`config.mk`:
```
export PLATFORM = sky130hd
export DESIGN_NAME = fir_seq_mac
export DESIGN_NICKNAME = d
export VERILOG_FILES = /design/src/rtl/fir_pkg.sv /design/src/rtl/fir_mac_unit.sv /design/src/rtl/fir_seq_mac.sv
export SDC_FILE = /design/constraint.sdc
export NUM_CORES = 1
export LEC_CHECK = 0
export BUFFER_PORTS_ARGS = -buffer_cell sky130_fd_sc_hd__buf_2
export CORE_UTILIZATION = 45
export CTS_CLUSTER_SIZE = 24
export DETAILED_ROUTE_END_ITERATION = 10
export GPL_ROUTABILITY_DRIVEN = 0
export GPL_TIMING_DRIVEN = 1
export PLACE_DENSITY = 0.61
export SETUP_SLACK_MARGIN = 0.02
export SLEW_MARGIN = 10
export SYNTH_ARGS = -nofsm -noshare
export SYNTH_HDL_FRONTEND = slang
export SYNTH_SLANG_ARGS = --single-unit
```
`constraint.sdc`:
```
create_clock -name clk -period 10 [get_ports clk]
set_clock_uncertainty 0.15 [all_clocks]
set_input_delay 0 -clock clk [delete_from_list [all_inputs] [get_ports clk]]
set_output_delay 0 -clock clk [all_outputs]
set_load 0.02 [all_outputs]
```
`src/rtl/fir_pkg.sv`:
```
// Shared types and elaboration-time helpers for the sequential FIR filter.
package fir_pkg;

  typedef enum logic [1:0] {
    IDLE = 2'd0,
    MAC  = 2'd1,
    OUT  = 2'd2
  } fir_state_e;

  // Ceiling log2, with a floor of 0 for v <= 1.
  function automatic int fir_clog2(input int v);
    int r;
    int p;
    r = 0;
    p = 1;
    while (p < v) begin
      p = p * 2;
      r = r + 1;
    end
    return r;
  endfunction

  // Accumulator width: full product width plus growth for TAPS additions.
  function automatic int fir_acc_w(input int n, input int cw, input int taps);
    return n + cw + fir_clog2(taps);
  endfunction

endpackage

```
`src/rtl/fir_mac_unit.sv`:
```
// Time-shared multiply-accumulate: one registered multiplier feeding an
// accumulator. The product register adds one cycle between operand
// presentation and the accumulator update.
module fir_mac_unit #(
  parameter int N  = 32,
  parameter int CW = 8,
  parameter int AW = 42
) (
  input  logic                 i_clk,
  input  logic                 i_rst_n,
  input  logic                 i_clr,
  input  logic                 i_en,
  input  logic signed [N-1:0]  i_x,
  input  logic signed [CW-1:0] i_c,
  output logic signed [AW-1:0] o_acc
);

  localparam int PW  = N + CW;
  localparam int EXT = AW - PW;

  logic signed [PW-1:0] w_x_ext;
  logic signed [PW-1:0] w_c_ext;
  logic signed [PW-1:0] w_prod;
  logic signed [PW-1:0] r_prod;
  logic                 r_vld;
  logic signed [AW-1:0] r_acc;

  assign w_x_ext = {{CW{i_x[N-1]}}, i_x};
  assign w_c_ext = {{N{i_c[CW-1]}}, i_c};
  assign w_prod  = w_x_ext * w_c_ext;

  // Capture product when enabled, fold the previous product into the sum.
  always_ff @(posedge i_clk or negedge i_rst_n) begin
    if (!i_rst_n) begin
      r_prod <= '0;
      r_vld  <= 1'b0;
      r_acc  <= '0;
    end else if (i_clr) begin
      r_prod <= '0;
      r_vld  <= 1'b0;
      r_acc  <= '0;
    end else begin
      if (r_vld) begin
        r_acc <= r_acc + {{EXT{r_prod[PW-1]}}, r_prod};
      end
      if (i_en) begin
        r_prod <= w_prod;
      end
      r_vld <= i_en;
    end
  end

  assign o_acc = r_acc;

endmodule

```
`src/rtl/fir_seq_mac.sv`:
```
// Sequential FIR filter: one multiplier shared across TAPS cycles per sample.
//
// state | meaning
// IDLE  | ready for a sample; coefficient writes allowed
// MAC   | one tap per cycle, tap index ascending from 0
// OUT   | last product drains into the accumulator
//
// Because of the product register, the result is rounded, shifted and
// saturated on the edge after OUT, giving out_valid TAPS+2 cycles after
// the accepting edge.
module fir_seq_mac
  import fir_pkg::*;
#(
  parameter int N    = 32,
  parameter int TAPS = 4,
  parameter int CW   = 8,
  parameter int FRAC = 7
) (
  input  logic                       clk,
  input  logic                       reset,
  input  logic                       in_valid,
  output logic                       in_ready,
  input  logic [N-1:0]               data_in,
  input  logic                       coef_we,
  input  logic [fir_clog2(TAPS)-1:0] coef_addr,
  input  logic [CW-1:0]              coef_data,
  output logic                       out_valid,
  output logic [N-1:0]               data_out,
  output logic                       sat
);

  localparam int TW     = fir_clog2(TAPS);
  localparam int AW_ACC = fir_acc_w(N, CW, TAPS);
  localparam int RW     = AW_ACC + 1;
  localparam int RSH    = (FRAC > 0) ? FRAC - 1 : 0;

  localparam logic [TW-1:0]        LAST_TAP = TW'(TAPS - 1);
  localparam logic [TW:0]          TAPS_L   = (TW + 1)'(TAPS);
  localparam logic signed [RW-1:0] RND      = (FRAC > 0) ? (RW'(1) << RSH) : '0;
  localparam logic signed [RW-1:0] MAXV     = {{(RW - N){1'b0}}, 1'b0, {(N - 1){1'b1}}};
  localparam logic signed [RW-1:0] MINV     = {{(RW - N){1'b1}}, 1'b1, {(N - 1){1'b0}}};

  fir_state_e              r_state;
  logic [TW-1:0]           r_tap;
  logic                    r_out_pend;
  logic                    r_out_valid;
  logic [N-1:0]            r_data_out;
  logic                    r_sat;
  logic signed [N-1:0]     r_dline [TAPS];
  logic signed [CW-1:0]    r_coef  [TAPS];

  logic                    w_accept;
  logic                    w_coef_ok;
  logic signed [AW_ACC-1:0] w_acc;
  logic signed [RW-1:0]    w_acc_ext;
  logic signed [RW-1:0]    w_rounded;
  logic signed [RW-1:0]    w_shift;
  logic [N-1:0]            w_res;
  logic                    w_sat;

  assign in_ready  = (r_state == IDLE);
  assign w_accept  = in_valid && (r_state == IDLE);
  assign w_coef_ok = coef_we && (r_state == IDLE) && ({1'b0, coef_addr} < TAPS_L);

  fir_mac_unit #(
    .N  (N),
    .CW (CW),
    .AW (AW_ACC)
  ) u_mac (
    .i_clk   (clk),
    .i_rst_n (reset),
    .i_clr   (w_accept),
    .i_en    (r_state == MAC),
    .i_x     (r_dline[r_tap]),
    .i_c     (r_coef[r_tap]),
    .o_acc   (w_acc)
  );

  // Delay line: newest sample enters slot 0, oldest falls off the end.
  always_ff @(posedge clk or negedge reset) begin
    if (!reset) begin
      for (int i = 0; i < TAPS; i++) r_dline[i] <= '0;
    end else if (w_accept) begin
      r_dline[0] <= data_in;
      for (int i = 1; i < TAPS; i++) r_dline[i] <= r_dline[i-1];
    end
  end

  // Coefficient file: writes only land while idle and in range.
  always_ff @(posedge clk or negedge reset) begin
    if (!reset) begin
      for (int i = 0; i < TAPS; i++) r_coef[i] <= '0;
    end else if (w_coef_ok) begin
      r_coef[coef_addr] <= coef_data;
    end
  end

  // Round half up, arithmetic shift, clip to the signed N-bit range.
  always_comb begin
    w_acc_ext = {w_acc[AW_ACC-1], w_acc};
    w_rounded = w_acc_ext + RND;
    w_shift   = w_rounded >>> FRAC;
    w_sat     = 1'b0;
    w_res     = w_shift[N-1:0];
    if (w_shift > MAXV) begin
      w_sat = 1'b1;
      w_res = {1'b0, {(N - 1){1'b1}}};
    end else if (w_shift < MINV) begin
      w_sat = 1'b1;
      w_res = {1'b1, {(N - 1){1'b0}}};
    end
  end

  // Sequencer plus registered result and one-cycle valid pulse.
  always_ff @(posedge clk or negedge reset) begin
    if (!reset) begin
      r_state     <= IDLE;
      r_tap       <= '0;
      r_out_pend  <= 1'b0;
      r_out_valid <= 1'b0;
      r_data_out  <= '0;
      r_sat       <= 1'b0;
    end else begin
      r_out_valid <= 1'b0;
      if (r_out_pend) begin
        r_data_out  <= w_res;
        r_sat       <= w_sat;
        r_out_valid <= 1'b1;
        r_out_pend  <= 1'b0;
      end
      case (r_state)
        IDLE: begin
          if (in_valid) begin
            r_state <= MAC;
            r_tap   <= '0;
          end
        end
        MAC: begin
          if (r_tap == LAST_TAP) r_state <= OUT;
          else                   r_tap   <= r_tap + TW'(1);
        end
        OUT: begin
          r_state    <= IDLE;
          r_out_pend <= 1'b1;
        end
        default: r_state <= IDLE;
      endcase
    end
  end

  assign out_valid = r_out_valid;
  assign data_out  = r_data_out;
  assign sat       = r_sat;

endmodule

```
==> run metrics <==
status=completed; Detailed Route Iter0 Violations=981; setup violators final=0; DRT Pass-1 Iters=5; # diodes=0; Die Y-Extent=229 um; DP HPWL=approximately 38000 um; setup TNS=0 ns; Chip Width=229 um; Max-Cap Viols=0; Congestion Overflow GR=0; Routed WL=52100 um; Resize count post-CTS=0; TritonCTS buffer count=34; CP required=10.25 ns; Post-Syn Nets=~3000; fraction of layout cells with a size suffix above 1=0.0979; Crit. End Element=register; crit path kind=reg2reg; ANT nets after route=0; Avg Cell Area, Syn=a little under 9 um^2; synth unique cells=75; DRC Markers=0; fin crit period=~7.4 ns; number of enable flip-flop cells after synthesis=0; CTS sink count=282; cell area after synthesis=approximately 0.023 mm^2; first-pass GRT wire length=89000 um; Via-to-Cell Ratio=5.19; nets=3071; initial antenna violation count=1; Final Max Slew Viols=0; via count=roughly 18000; Routed wire per std cell=15.3 um; clock transition at the registers of the reported paths=about 0.060 ns; full die area=0.0524 mm^2; final hold vios=0; crit-path max FO=33; synthesis-stage register bit count=around 280; I/O pins=81; Core Region=0.0505 mm^2; largest net degree at the start of global routing=94; Ys Warns=0; CTS Root Cell=clkbuf_16; f_max=135 MHz; initial core utilization=0.459; final core occ=0.512; gr usage total=0.205; ys async rst share=1.00; H-tree levels=2; crit start category=register; fin crit share=0.741; clk buf depth=3; floorplan row count=82; sequential area share after synthesis=0.304; RSZ-0062 raised after global routing=no; Worst-Margin Slew=1.11 ns; number of global-route vias before repair=17802; WP data arrival=7.65 ns; PortBufs=80; hold_buf cts=51; CTS tree=done; hold crit path type=in2reg; ys flop type=dfrtp_1; clk_lat worst skew=0.56 ns; Area Overhead vs Synth=11.6%; post-CTS setup buffers=0; Post-Synthesis Cells=2620; worst rel slew slack=0.258; R2R Setup Slk=approximately 2.6 ns
[worst paths after layout]
check / start / to / cells past startpoint
worst max-delay path: r_tap[0]$_DFFE_PN0P_ / u_mac.r_prod[27]$_DFFE_PN0P_ / 21
worst min-delay path: data_in[18] / r_dline[114]$_DFFE_PN0P_ / 4
max in group asynchronous: reset / r_coef[25]$_DFFE_PN0P_ / 5
worst min register to register: r_state[0]$_DFFE_PN0P_ / r_out_pend$_DFF_PN0_ / 1
min in group asynchronous: reset / data_out[4]$_DFFE_PN0P_ / 4
worst max register to register: r_tap[0]$_DFFE_PN0P_ / u_mac.r_prod[27]$_DFFE_PN0P_ / 21
[synth_stat cells, types with 9 or more instances]
| library cell | number | area share |
|---|---|---|
| o21ai_1 | 28 | 0.0060 |
| nor2_1 | 305 | 0.049 |
| a21o_1 | 32 | 0.010 |
| a211oi_1 | 9 | 0.0029 |
| buf_1 | 9 | 0.0015 |
| mux4_2 | 10 | 0.0097 |
| fa_1 | 200 | 0.17 |
| nand3_1 | 43 | 0.0093 |
| o21ai_0 | 83 | 0.018 |
| or2_2 | 10 | 0.0027 |
| and3_1 | 11 | 0.0030 |
| o21a_1 | 12 | 0.0039 |
| inv_1 | 308 | 0.050 |
| clkbuf_1 | 88 | 0.014 |
| a21oi_1 | 68 | 0.015 |
| a31oi_1 | 13 | 0.0035 |
| and2_1 | 12 | 0.0032 |
| xnor2_1 | 52 | 0.020 |
| nor3_1 | 14 | 0.0030 |
| o22a_1 | 31 | 0.012 |
| dfrtp_1 | 282 | 0.30 |
| nand2b_1 | 29 | 0.0078 |
| mux2_2 | 64 | 0.031 |
| mux2i_1 | 58 | 0.025 |
| ha_1 | 120 | 0.065 |
| nor2b_1 | 45 | 0.012 |
| xor2_1 | 46 | 0.017 |
| nand4_1 | 16 | 0.0043 |
| nand2_1 | 511 | 0.083 |
[per-stage QoR]
stage | area (um^2) | worst slack [ns] | hold WS, ns | cells
after floorplan | 23200 | 3.05 | -0.446 | 2620
after global placement | 24200 | 2.64 | -0.0900 | 3290
after detailed placement | 24200 | 2.56 | -0.0958 | 3290
after CTS | 25900 | 2.54 | 0.00113 | 3399
after global routing | 25900 | 2.10 | 0.0257 | 3399
final | 25900 | 2.59 | 0.0240 | 3399
[worst max-delay path, cell delays in order, from the launching register on]
cell and delay, ns:
dfrtp_4 0.79, buf_4 0.44, mux2_2 0.38, o21ai_1 0.56, nor2b_1 0.27, fa_1 0.46
fa_1 0.52, fa_1 0.54, inv_1 0.06, fa_1 0.56, inv_1 0.06, ha_1 0.36
and4_1 0.20, a21oi_1 0.13, o21ai_0 0.10, a31oi_1 0.39, o32ai_1 0.24, o21ai_0 0.19
nand2b_1 0.14, a221oi_1 0.38, xor2_1 0.20, o21ai_0 0.10
[logic make-up (layout without fill, tap and decap cells)]
group           after synthesis  after routing  synth area share
compound gates              338            338            0.0960
xor+xnor                     98             98            0.0370
fa+ha+maj                   320            320             0.238
buf+inv                     416            523            0.0684
flops                       282            282             0.304
mux                         132            132            0.0659
simple gates               1034           1034             0.191
[cell usage in the layout (no fill, tap or decap), types with 52 or more instances in the layout]
master,count
nand2_1,510
inv_1,308
nor2_1,305
dfrtp_1,279
fa_1,200
ha_1,120
o21ai_0,82
buf_2,79
a21oi_1,68
mux2_2,64
mux2i_1,58
xnor2_1,52
[registers in the layout, indices dropped and copies added (netlist names)]
register and flops:
out_valid 1, sat 1, data_out 32, r_out_pend 1, u_mac.o_acc 42, u_mac.r_vld 1
r_dline 128, u_mac.r_prod 40, r_state 2, r_coef 32, r_tap 2
[routing by layer]
layer / wire length, um / GRT usage
met5: 0 / 0
met4: 909 / 0.0533
met3: 2290 / 0.0250
met2: 23200 / 0.322
met1: 25700 / 0.298
[final cells by class]
type                            count  area [um^2]
Clock inverter                      7          106
Timing Repair Buffer              157         1130
Inverter                          308         1160
Sequential cell                   282         7060
Tap cell                          672          841
Multi-Input combinational cell   1922        14600
Clock buffer                       51          985
Fill cell                        4730        24600
Power is not shown: default switching activity piles up to over one toggle a cycle in this logic, so the estimate is an artifact.
